$ cat src/rtl/ccc_lock_seq.sv
// CCC lock supervisor: lock qualification, fabric reset sequencing, clock enables.
// Optional PLL relock pulse on loss of lock: define CCC_LOCK_SEQ_PLL_RESET_EN.
module ccc_lock_seq #(
    parameter int NUM_CH           = 4,
    parameter int DIV_W            = 8,
    parameter int LOCK_QUAL_CYCLES = 1024,
    parameter int PLL_RST_CYCLES   = 64
) (
    input  logic                    CLK,
    input  logic                    RESET_N,
    input  logic                    LOCK,
    input  logic [NUM_CH*DIV_W-1:0] DIV,
    input  logic [NUM_CH-1:0]       CH_EN,
    input  logic                    LOSS_CLR,
    output logic [NUM_CH-1:0]       CE,
    output logic                    FAB_RESET_N,
    output logic                    LOCKED,
    output logic                    LOCK_LOST,
    output logic [7:0]              LOSS_CNT,
    output logic                    PLL_ARST_N
);

    localparam logic [1:0] WAIT_LOCK = 2'd0;
    localparam logic [1:0] QUALIFY   = 2'd1;
    localparam logic [1:0] RUN       = 2'd2;
    localparam logic [1:0] LOST      = 2'd3;

    localparam int QW = $clog2(LOCK_QUAL_CYCLES);
    localparam logic [QW-1:0] QMAX = QW'(LOCK_QUAL_CYCLES - 1);

    if (NUM_CH < 1 || NUM_CH > 4 || LOCK_QUAL_CYCLES < 2 ||
        PLL_RST_CYCLES < 1 || DIV_W < 1) begin : g_bad_param
        $error("ccc_lock_seq: parameter out of range");
    end

    logic          lock_m;
    logic          lock_s;
    logic [1:0]    state;
    logic [1:0]    state_d;
    logic [QW-1:0] qcnt;
    logic [QW-1:0] qcnt_d;
    logic          run;
    logic          loss_evt;
    logic          lost_done;
    logic          lock_lost_q;
    logic [7:0]    loss_cnt_q;

    always_ff @(posedge CLK or negedge RESET_N) begin
        if (!RESET_N) begin
            lock_m <= 1'b0;
            lock_s <= 1'b0;
        end else begin
            lock_m <= LOCK;
            lock_s <= lock_m;
        end
    end

    assign run      = (state == RUN);
    assign loss_evt = run && !lock_s;

`ifdef CCC_LOCK_SEQ_PLL_RESET_EN
    localparam int PW = $clog2(PLL_RST_CYCLES + 1);
    localparam logic [PW-1:0] PMAX = PW'(PLL_RST_CYCLES - 1);

    logic [PW-1:0] pcnt;
    logic          pll_q;

    // Registered so the CCC reset pin never sees decode glitches.
    always_ff @(posedge CLK or negedge RESET_N) begin
        if (!RESET_N) begin
            pcnt  <= '0;
            pll_q <= 1'b1;
        end else if (loss_evt) begin
            pcnt  <= '0;
            pll_q <= 1'b0;
        end else if (state == LOST) begin
            if (lost_done) begin
                pll_q <= 1'b1;
            end else begin
                pcnt <= pcnt + 1'b1;
            end
        end
    end

    assign lost_done  = (pcnt == PMAX);
    assign PLL_ARST_N = pll_q;
`else
    assign lost_done  = 1'b1;
    assign PLL_ARST_N = 1'b1;
`endif

    always_comb begin
        state_d = state;
        qcnt_d  = qcnt;
        case (state)
            WAIT_LOCK: begin
                qcnt_d = '0;
                if (lock_s) begin
                    state_d = QUALIFY;
                end
            end
            QUALIFY: begin
                if (!lock_s) begin
                    qcnt_d  = '0;
                    state_d = WAIT_LOCK;
                end else if (qcnt == QMAX) begin
                    qcnt_d  = '0;
                    state_d = RUN;
                end else begin
                    qcnt_d = qcnt + 1'b1;
                end
            end
            RUN: begin
                if (!lock_s) begin
                    state_d = LOST;
                end
            end
            LOST: begin
                if (lost_done) begin
                    state_d = WAIT_LOCK;
                end
            end
            default: begin
                state_d = WAIT_LOCK;
                qcnt_d  = '0;
            end
        endcase
    end

    always_ff @(posedge CLK or negedge RESET_N) begin
        if (!RESET_N) begin
            state <= WAIT_LOCK;
            qcnt  <= '0;
        end else begin
            state <= state_d;
            qcnt  <= qcnt_d;
        end
    end

    // A loss in the same cycle as a clear keeps the flag set.
    always_ff @(posedge CLK or negedge RESET_N) begin
        if (!RESET_N) begin
            lock_lost_q <= 1'b0;
            loss_cnt_q  <= 8'd0;
        end else if (loss_evt) begin
            lock_lost_q <= 1'b1;
            if (loss_cnt_q != 8'hFF) begin
                loss_cnt_q <= loss_cnt_q + 8'd1;
            end
        end else if (LOSS_CLR) begin
            lock_lost_q <= 1'b0;
        end
    end

    assign FAB_RESET_N = run;
    assign LOCKED      = run;
    assign LOCK_LOST   = lock_lost_q;
    assign LOSS_CNT    = loss_cnt_q;

    for (genvar i = 0; i < NUM_CH; i++) begin : g_ch
        logic [DIV_W-1:0] div_i;
        logic [DIV_W-1:0] cnt;
        logic             ce_r;

        assign div_i = DIV[i*DIV_W +: DIV_W];

        always_ff @(posedge CLK or negedge RESET_N) begin
            if (!RESET_N) begin
                cnt  <= '0;
                ce_r <= 1'b0;
            end else if (run && CH_EN[i]) begin
                if (cnt >= div_i) begin
                    cnt  <= '0;
                    ce_r <= 1'b1;
                end else begin
                    cnt  <= cnt + 1'b1;
                    ce_r <= 1'b0;
                end
            end else begin
                cnt  <= '0;
                ce_r <= 1'b0;
            end
        end

        // Gate with the state so enables drop in the first LOST cycle.
        assign CE[i] = ce_r & run;
    end

endmodule
$ cat config.mk
export PLATFORM = sky130hd
export DESIGN_NAME = ccc_lock_seq
export DESIGN_NICKNAME = d
export VERILOG_FILES = /design/src/rtl/ccc_lock_seq.sv
export SDC_FILE = /design/constraint.sdc
export NUM_CORES = 1
export LEC_CHECK = 0
export ABC_AREA = 1
export CAP_MARGIN = 25
export CORE_ASPECT_RATIO = 0.5
export CORE_UTILIZATION = 26
export CTS_BUF_LIST = sky130_fd_sc_hd__clkbuf_8 sky130_fd_sc_hd__clkbuf_16
export CTS_CLUSTER_SIZE = 16
export DETAILED_ROUTE_END_ITERATION = 12
export GPL_TIMING_DRIVEN = 0
export PLACE_DENSITY = 0.47
export SYNTH_ARGS = -nofsm -noshare
export SYNTH_HDL_FRONTEND = slang
export SYNTH_SLANG_ARGS = --single-unit
$ cat constraint.sdc
create_clock -name CLK -period 1.23 [get_ports CLK]
set_input_delay 0.123 -clock CLK [delete_from_list [all_inputs] [get_ports CLK]]
set_output_delay 0.123 -clock CLK [all_outputs]
set_load 0.03 [all_outputs]
Word-level counts from Yosys, hierarchy flattened
Index checks and enable logic that the tools add are counted.
{"block": "word_totals", "regBits": 59, "output_inout_bits": 16, "word_cells": 73}
{"block": "op_classes", "n_addsub": 6, "n_lt_le_gt_ge": 4, "eq_ne": 8, "mux": 26, "n_bitwise": 4, "reduce_logical": 11}
{"op": "8-bit 2-to-1 mux", "n": 8}
{"op": "8-bit by 1-bit adder with 8-bit output, second input constant", "n": 5}
{"op": "8-bit >= comparator", "n": 4}
{"op": "10-bit 2-to-1 mux", "n": 2}
{"op": "10-bit one-hot mux with 2 select lines", "n": 1}
{"op": "10-bit by 1-bit adder with 10-bit output, second input constant", "n": 1}
{"op": "10-bit equality test, second input constant", "n": 1}
{"op": "1-bit 2-to-1 mux", "n": 10}
{"op": "2-bit 2-to-1 mux", "n": 4}
{"op": "8-bit inequality test, second input constant", "n": 1}
{"op": "2-bit one-hot mux with 4 select lines", "n": 1}
{"op": "1-bit logical AND", "n": 5}
{"op": "1-bit bitwise AND", "n": 4}
{"op": "2-bit equality test, second input constant", "n": 2}
{"op": "2-bit inequality test, second input constant", "n": 2}
{"op": "2-bit nonzero test", "n": 2}
{"op": "3-bit inequality test, second input constant", "n": 1}
{"op": "3-bit AND reduction", "n": 1}
{"op": "2-bit by 1-bit equality test with 1-bit output, second input constant", "n": 1}
{"op": "2-bit zero test", "n": 1}
{"op": "2-bit AND reduction", "n": 1}
{"op": "1-bit zero test", "n": 1}

Longest topological paths before layout
Gate-level depths: netlist (run 1).
{"block": "logic_depth", "depth_word": 4, "depth_mapped": 10, "mapped_depth_nobuf": 10}

Worst setup path after synthesis (run 1)
Ideal clock, no wire load.
{"block": "synth_path", "path_type": "register to register", "from": "reg loss_cnt_q[0], in the netlist LOSS_CNT[0]", "to": "reg loss_cnt_q[0], in the netlist LOSS_CNT[0]", "arrival_ps": 1422, "path_slack_ps": -271, "path_stages_with_launch": 7, "period_less_slack_ps": 1501, "path_cell_list": "dfrtp_1 > ha_1 > nand2_1 > nor3_4 > nand2_1 > nand2_1 > xor2_1"}
{"block": "synth_via", "elab_chain_cells": 2}
{"item": "from (decl)", "line": "46", "source": "logic [7:0] loss_cnt_q;"}
{"item": "from (signal assigned)", "line": "148", "source": "loss_cnt_q <= loss_cnt_q + 8'd1;"}
{"item": "branches (longest 2 deep; another with 8-bit by 1-bit adder with 8-bit output)"}
Several ways; the timed one is not identified.
A chain may end at the register's enable or synchronous reset.

Worst setup path after layout (run 1)
{"block": "layout_path", "from": "reg g_ch[3].cnt[5]", "to": "reg g_ch[3].cnt[1]"}
{"block": "layout_via", "elab_chain_cells": 3}
{"item": "from (decl)", "line": "162", "source": "logic [DIV_W-1:0] cnt;"}
{"item": "from (signal assigned)", "line": "176", "source": "cnt <= cnt + 1'b1;"}
{"item": "8-bit >= comparator", "line": "172", "source": "if (cnt >= div_i) begin"}
{"item": "8-bit 2-to-1 mux", "line": "172"}
{"item": "8-bit 2-to-1 mux", "line": "171", "source": "end else if (run && CH_EN[i]) begin"}
No other way between the ends.

==> results of run 1 <==
routing by layer:
metal,vias up,track usage [%]
met5,-,0
met4,0,3.93
met3,5,2.92
met2,34,19.0
met1,1443,15.9
li1,1700,-
how the worst max path moves through the flow:
| stage | startpoint | to | slack [ns] | cells after the start |
|---|---|---|---|---|
| 2_1_floorplan | g_ch[1].cnt[3]$_DFF_PN0_ | g_ch[1].cnt[0]$_DFF_PN0_ | -0.13 | 8 |
| 5_1_grt | g_ch[2].cnt[0]$_DFF_PN0_ | g_ch[2].cnt[1]$_DFF_PN0_ | -0.40 | 9 |
| 3_5_place_dp | DIV[27] | g_ch[3].cnt[5]$_DFF_PN0_ | -0.58 | 10 |
| 6_report | g_ch[3].cnt[5]$_DFF_PN0_ | g_ch[3].cnt[1]$_DFF_PN0_ | -0.29 | 6 |
| 3_3_place_gp | RESET_N | LOSS_CNT[0]$_DFFE_PN0P_ | -2.35 | 1 |
| 4_1_cts | g_ch[1].cnt[3]$_DFF_PN0_ | g_ch[1].cnt[1]$_DFF_PN0_ | -0.29 | 8 |
cell families after synthesis:
family	after synthesis	share of synthesized area, %
simple gates	226	26.1
buf+inv	87	9.43
flops	59	39.9
fa+ha+maj	38	12.8
compound gates	30	4.80
xor+xnor	29	6.86
other cells	1	0.101
per-stage QoR:
step                TNS, ns  utilization [%]  std cells  worst slack (ns)
CTS                  -10.05             38.7        777            -0.289
floorplan             -4.46                -        470            -0.134
global route         -14.70             42.7        789            -0.398
finish                -9.52             42.7        789            -0.288
detailed placement   -24.38             32.9        716            -0.583
global placement    -148.50             32.9        716             -2.35
power groups by stage:
stage | Clock, mW | Sequential [mW] | Combinational, mW
floorplan | 0 | 2.04 | 0.150
global placement | 0 | 2.04 | 0.343
detailed placement | 0 | 2.04 | 0.350
CTS | 2.30 | 2.01 | 0.410
global route | 2.40 | 2.01 | 0.548
finish | 2.23 | 2.01 | 0.484
synthesized netlist by cell type:
cell type | instances | area [um2]
a21oi_1 | 17 | 85.1
a21oi_2 | 1 | 8.76
a21oi_4 | 1 | 16.3
buf_4 | 2 | 15.0
buf_6 | 1 | 11.3
conb_1 | 1 | 3.75
dfrtp_1 | 59 | 1480
ha_1 | 38 | 475
inv_1 | 81 | 304
inv_2 | 1 | 3.75
inv_4 | 1 | 6.26
inv_6 | 1 | 8.76
nand2_1 | 112 | 420
nand3_1 | 26 | 130
nand3b_1 | 5 | 37.5
nand4_1 | 1 | 6.26
nor2_1 | 75 | 282
nor2_8 | 2 | 40.0
nor3_1 | 2 | 10.0
nor3_4 | 2 | 32.5
nor3b_1 | 1 | 7.51
o21a_1 | 4 | 30.0
o21ai_0 | 6 | 30.0
o21bai_1 | 1 | 7.51
xnor2_1 | 11 | 96.3
xor2_1 | 18 | 158
sequential cells by signal (all words and copies together), names as in the netlist, named ones only:
signal	flops
state	1
qcnt	10
g_ch.cnt	32
LOCK_LOST	1
LOSS_CNT	8
lock_m	1
g_ch.ce_r	4
lock_s	1
final cells by class:
| cell class | count | area (um2) |
|---|---|---|
| Fill cell | 1350 | 7880 |
| Sequential cell | 59 | 1490 |
| Inverter | 84 | 340 |
| Clock buffer | 10 | 239 |
| Timing Repair Buffer | 113 | 1040 |
| Multi-Input combinational cell | 324 | 2470 |
| Tap cell | 192 | 240 |
| Buffer | 2 | 18.8 |
| Clock inverter | 5 | 22.5 |
worst max-delay path: cells and delay by family, from the launching register on:
kind	cells	cell delay (ns)
DFF	1	0.42
adders and majority gates	1	0.32
AOI/OAI and AO/OA	2	0.32
and+or+nand+nor	2	0.23
buffers and inverters	1	0.16
what timing repair did:
action,in CTS,in global routing
pin swaps,37,54
hold buffers,1,0
resized for setup,114,106
setup endpoints to repair,69,66
buffers inserted,46,17
hold endpoints to repair,59,0
cells in the final DEF (no fill, tap or decap), types with 6 or more instances in the layout:
cell	n
nor2_4	10
clkbuf_16	9
xnor2_1	11
nor2_1	42
xor2_1	18
inv_1	78
nor2_2	23
ha_4	20
dfrtp_1	51
buf_6	23
nand2_1	91
ha_1	17
clkdlybuf4s50_1	38
dfrtp_2	8
nand2_4	7
nand3_1	17
nand2_2	14
nand3_2	7
buf_4	44
a21oi_1	6
a21oi_2	11
==> metrics.txt, run 1 <==
status=finished, violations left; failing checks=setup timing; syn nets=roughly 550; Placement Cell Area=about 4500 um2; Clock Path Buffers=2; Yosys reg bits=59; htree depth=3; setup ws final=-0.288 ns; Crit-path slowest cell=dfrtp_1; CP Max Fanout=4; Hold Path End=lock_m$_DFF_PN0_; Final Skew=roughly 0.0053 ns; Initial Util=a little over a quarter; average wire per standard cell=approximately 11 um; Die Span Y=between 80 and 90 um; max-slew violations=0; initial DRC count=88; P_int=between 3 and 4 mW; Sw Ratio=between 20% and 30%; max incr delay on CP=~0.42 ns; GRT Util Overall=11.9%; met3 wire length=approximately 250 um; vias in the first global route=approximately 3000; Setup CP Type=reg2reg; final HPWL from detailed placement=5500 um; Final ANT Viol Nets=0; share of cells above drive strength 1=a little over a third; sequential area share after synthesis=39.9%; I/O pins=56; post-synthesis average cell area=between 7 and 8 um2; Critical Path RT=approximately 1.5 ns; Worst Hold Path Cells=1; Nets=roughly 670; worst r2r src=g_ch[3].cnt[5]$_DFF_PN0_; initial antenna violation count=0; FF-to-FF End=g_ch[3].cnt[1]$_DFF_PN0_; Leak=around 2.7 nW; clock sinks=~60; Worst-Margin Slew=0.792 ns; Period minus WS final=approximately 1.5 ns; Critical Path Source Type=flip-flop; Rows=30; drt total wl=~8500 um; Peak VDD IR=roughly 540 uV; vias per cell=4.03; sequential share of power=between 40% and 50%; Reg2Reg Depth=6; Slew headroom=between 40% and 50%; DIE AREA=about 15000 um2; diodes inserted=0; Setup crit end kind=flip-flop; top layer reached by signal wires=met4; largest net degree at the start of global routing=60; Worst EP arrival=1.78 ns; count of cell types in the netlist=26; Mapped Cells=470; Combinational Power Share=around 10%; Worst Hold Launch=LOCK; clock-pin transition on the worst setup and hold timing paths=~0.050 ns; r2r setup slk=-0.29 ns; Root Buffer=clkbuf_16; # setup viols final=54; Hold Violations, Final=0; clock share of power=between 40% and 50%; CTS tree=done; area of the mapped netlist=3700 um2; fmax=659 MHz; Core Box Area=about 14000 um2; ordered cell list for the critical path=ha_1, a21oi_2, o21a_1, nand3b_1, buf_6, nor2_1; Horiz. Die Dim=171 um; Yosys warning count=0; Net Switching=1.11 mW; Final Cycle Share=123%; max_cap viols=0; DR vias=3182; RSZ-0062 raised after global routing=yes; met2 WL=between 3000 and 4000 um; Hold Crit Class=in2reg; DRC Markers=0; GR Overflow Total=0; Hold WS=a little over 0.3 ns; pwr/cell area=805 nW/um2; synth-to-layout area growth=58.4%; first-pass GRT wire length=between 10000 and 15000 um; Final Cell Area=roughly 6000 um2; Placer Congestion=approximately 0.73; CTS buffer count=9; router iterations before antenna repair=6; # port buffers=54; worst-skew pair later-pin latency=between 0.3 and 0.4 ns; Pwr Total=4.72 mW; met1 WL=around 4200 um
(Power assumes the default switching activity.)
==> inputs of run 2 (changes only) <==
--- a/config.mk
+++ b/config.mk
@@ -10,7 +10,7 @@
 export CORE_ASPECT_RATIO = 0.5
 export CORE_UTILIZATION = 26
 export CTS_BUF_LIST = sky130_fd_sc_hd__clkbuf_8 sky130_fd_sc_hd__clkbuf_16
-export CTS_CLUSTER_SIZE = 16
+export CTS_CLUSTER_SIZE = 12
 export DETAILED_ROUTE_END_ITERATION = 12
 export GPL_TIMING_DRIVEN = 0
 export PLACE_DENSITY = 0.47
==> results of run 2 <==
Final layout, timing and power as in run 1 (identical DEF).
==> inputs of run 3 (changes only) <==
--- a/config.mk
+++ b/config.mk
@@ -13,7 +13,7 @@
 export CTS_CLUSTER_SIZE = 12
 export DETAILED_ROUTE_END_ITERATION = 12
 export GPL_TIMING_DRIVEN = 0
-export PLACE_DENSITY = 0.47
+export PLACE_DENSITY = 0.46
 export SYNTH_ARGS = -nofsm -noshare
 export SYNTH_HDL_FRONTEND = slang
 export SYNTH_SLANG_ARGS = --single-unit
==> run 3 against run 2 <==
The flow still finishes with violations (setup timing). Routed wire length rose by 1.6%. Fmax grew 3.0%. Hold slack worse by 0.026 ns. Sequential power about the same.
==> metrics.txt, run 3 (same netlist as run 1, synthesis figures left out) <==
status=finished, violations left; failing checks=setup timing; Crit-path slowest cell=dfrtp_2; DRC Markers=0 (unchanged); Worst-Margin Slew=0.794 ns (+0.00257 ns); clock-pin transition on the worst setup and hold timing paths=0.06 ns (about the same); Final Cycle Share=120% (-3.6 points); Critical Path RT=1.45 ns (-0.04 ns); Setup CP Type=reg2reg; r2r setup slk=-0.24 ns (+0.04 ns); DIE AREA=14700 um2 (unchanged); average wire per standard cell=10.8 um (+0.50%); Final Skew=0.00804 ns (+0.00270 ns); max reg flops=32 (unchanged); vias per cell=4.08 (+1.0%); Leak=2.76 nW (+2.9%); pwr/cell area=925 nW/um2 (+15%); Setup crit end=g_ch[0].cnt[6]$_DFF_PN0_; final HPWL from detailed placement=5440 um (-0.98%); drt total wl=8600 um (+1.6%); Clock Path Buffers=2 (unchanged); Setup crit end kind=flip-flop; diodes inserted=0 (unchanged); Period minus WS final=1.47 ns (-0.0444 ns); Critical Path Source=g_ch[0].cnt[3]$_DFF_PN0_; RSZ-0062 raised after global routing=yes; # fillers=1355 (+0.37%); DR vias=3252 (+2.2%); synth-to-layout area growth=61.5%; initial antenna violation count=0 (unchanged); Hold Violations, Final=0 (unchanged); Initial Util=26.9% (unchanged); Worst EP arrival=1.69 ns (-0.09 ns); most frequent cells in the layout=94 x nand2_1, 75 x inv_1, 50 x dfrtp_1, 50 x buf_4, 46 x nor2_1; ordered cell list for the critical path=ha_4, nand2_2, nor2_1, nor2_1, nand2_1, nand2_2, nand3b_1, buf_6, nor2_1; vias in the first global route=3090 (+3.9%); I/O pins=56 (unchanged); initial DRC count=108 (+23%); Placer Congestion=0.700 (-4.2%); Nets=679 (+1.2%); worst-skew pair later-pin latency=0.33 ns (about the same); setup TNS=-10.38 ns (-0.864 ns); FF-to-FF End=g_ch[0].cnt[6]$_DFF_PN0_; Critical Path Source Type=flip-flop; first-pass GRT wire length=14100 um (+4.3%); Die Span Y=86.4 um (unchanged); max_cap viols=0 (unchanged); Reg2Reg Depth=9 (+3); CTS buffer count=9 (unchanged); fmax=679 MHz (+3.0%); router iterations before antenna repair=4 (-2); Peak VDD IR=559 uV (+3.4%); Root Buffer=clkbuf_16; cell mode on critical path=nor2_1; CTS tree=done; GR Overflow Total=0 (unchanged); Final ANT Viol Nets=0 (unchanged); Rows=30 (unchanged); max incr delay on CP=0.43 ns (about the same); Placement Cell Area=4520 um2 (unchanged); Pwr Total=5.53 mW (+17%); Top reg by flops=g_ch.cnt; htree depth=3 (unchanged); max-slew violations=0 (unchanged); share of cells above drive strength 1=34.8% (-0.19 points); CP Max Fanout=4 (unchanged); # port buffers=54 (unchanged); GRT Util Overall=12.2% (+0.26 points); clock sinks=59 (unchanged); setup ws final=-0.244 ns (+0.0444 ns); Hold Crit Class=in2reg; sequential cell area=1490 um2 (about the same); Multi-input gate area=2400 um2 (-2.9%); worst r2r src=g_ch[0].cnt[3]$_DFF_PN0_; Final Cell Area=5980 um2 (+2.0%); largest net degree at the start of global routing=60 (unchanged); Horiz. Die Dim=171 um (unchanged); Core Box Area=13700 um2 (unchanged); # setup viols final=60 (+11%); most common cell after layout, fill and taps aside=nand2_1; Slew headroom=47.0% (-0.17 points)
run 3: changes by cell type in the layout (fill, tap and decap cells not counted), moves of 2 or more:
cell       delta
clkbuf_2      -2
nand2_1       +3
a21oi_4       +2
clkinv_2      -2
clkbuf_8      +2
inv_1         -3
buf_4         +6
a21oi_2       -3
nand2_4       -3
nor2_2        -3
bufinv_16     +3
nor2_1        +4
ha_1          +4
ha_4          -4
run 3: area by class of cell:
class / instances / share of cell area, %
Multi-Input combinational cell: 324 / 40.2
Sequential cell: 59 / 24.9
Timing Repair Buffer: 121 / 18.8
Inverter: 84 / 5.73
Clock buffer: 12 / 4.46
Tap cell: 192 / 4.02
Clock inverter: 4 / 1.59
Buffer: 2 / 0.314
run 3: power by group:
group / internal [mW] / total, mW / leakage [nW] / switching (mW)
Sequential: 1.97 / 2.01 / 0.803 / 0.0331
Clock: 2.14 / 3.03 / 0.179 / 0.894
Combinational: 0.265 / 0.493 / 1.77 / 0.228
run 3: per-stage QoR:
step           hold slack (ns)  cells  setup slack (ns)  utilization (%)
2_1_floorplan           -0.173    470            -0.134                -
3_3_place_gp             0.333    716             -2.33             32.9
3_5_place_dp             0.266    716            -0.586             32.9
4_1_cts                  0.282    781            -0.277             40.4
5_1_grt                  0.271    798            -0.403             43.5
6_report                 0.281    798            -0.244             43.5
run 3: worst min path at each step:
| stage | start | to | slack, ns | cells after the start |
|---|---|---|---|---|
| 2_1_floorplan | RESET_N | LOCK_LOST$_DFFE_PN0P_ | -0.17 | 0 |
| 3_3_place_gp | lock_m$_DFF_PN0_ | lock_s$_DFF_PN0_ | 0.33 | 0 |
| 3_5_place_dp | RESET_N | g_ch[3].cnt[3]$_DFF_PN0_ | 0.27 | 1 |
| 4_1_cts | LOCK | lock_m$_DFF_PN0_ | 0.28 | 1 |
| 5_1_grt | LOCK | lock_m$_DFF_PN0_ | 0.27 | 1 |
| 6_report | LOCK | lock_m$_DFF_PN0_ | 0.28 | 1 |
run 3: what timing repair did:
| action | CTS | global route |
|---|---|---|
| hold endpoints to repair | 59 | 0 |
| hold buffers | 1 | 0 |
| setup endpoints to repair | 68 | 66 |
| pin swaps | 53 | 47 |
| gates resized for setup | 134 | 83 |
| setup buffers | 49 | 23 |
run 3: routing by layer:
layer / GRT usage, % / share of wire [%] / wire length, um
met1: 15.5 / 47 / 4040
met5: 0 / 0 / 0
met3: 2.24 / 2.3 / 201
met4: 4.67 / 2.0 / 170
met2: 20.6 / 49 / 4190
run 3: worst max-delay path, delay by kind of cell, from the launching register on:
| kind | cells | cell delay, ns |
|---|---|---|
| buffers and inverters | 1 | 0.14 |
| and+or+nand+nor | 7 | 0.51 |
| DFF | 1 | 0.43 |
| adders and majority gates | 1 | 0.28 |
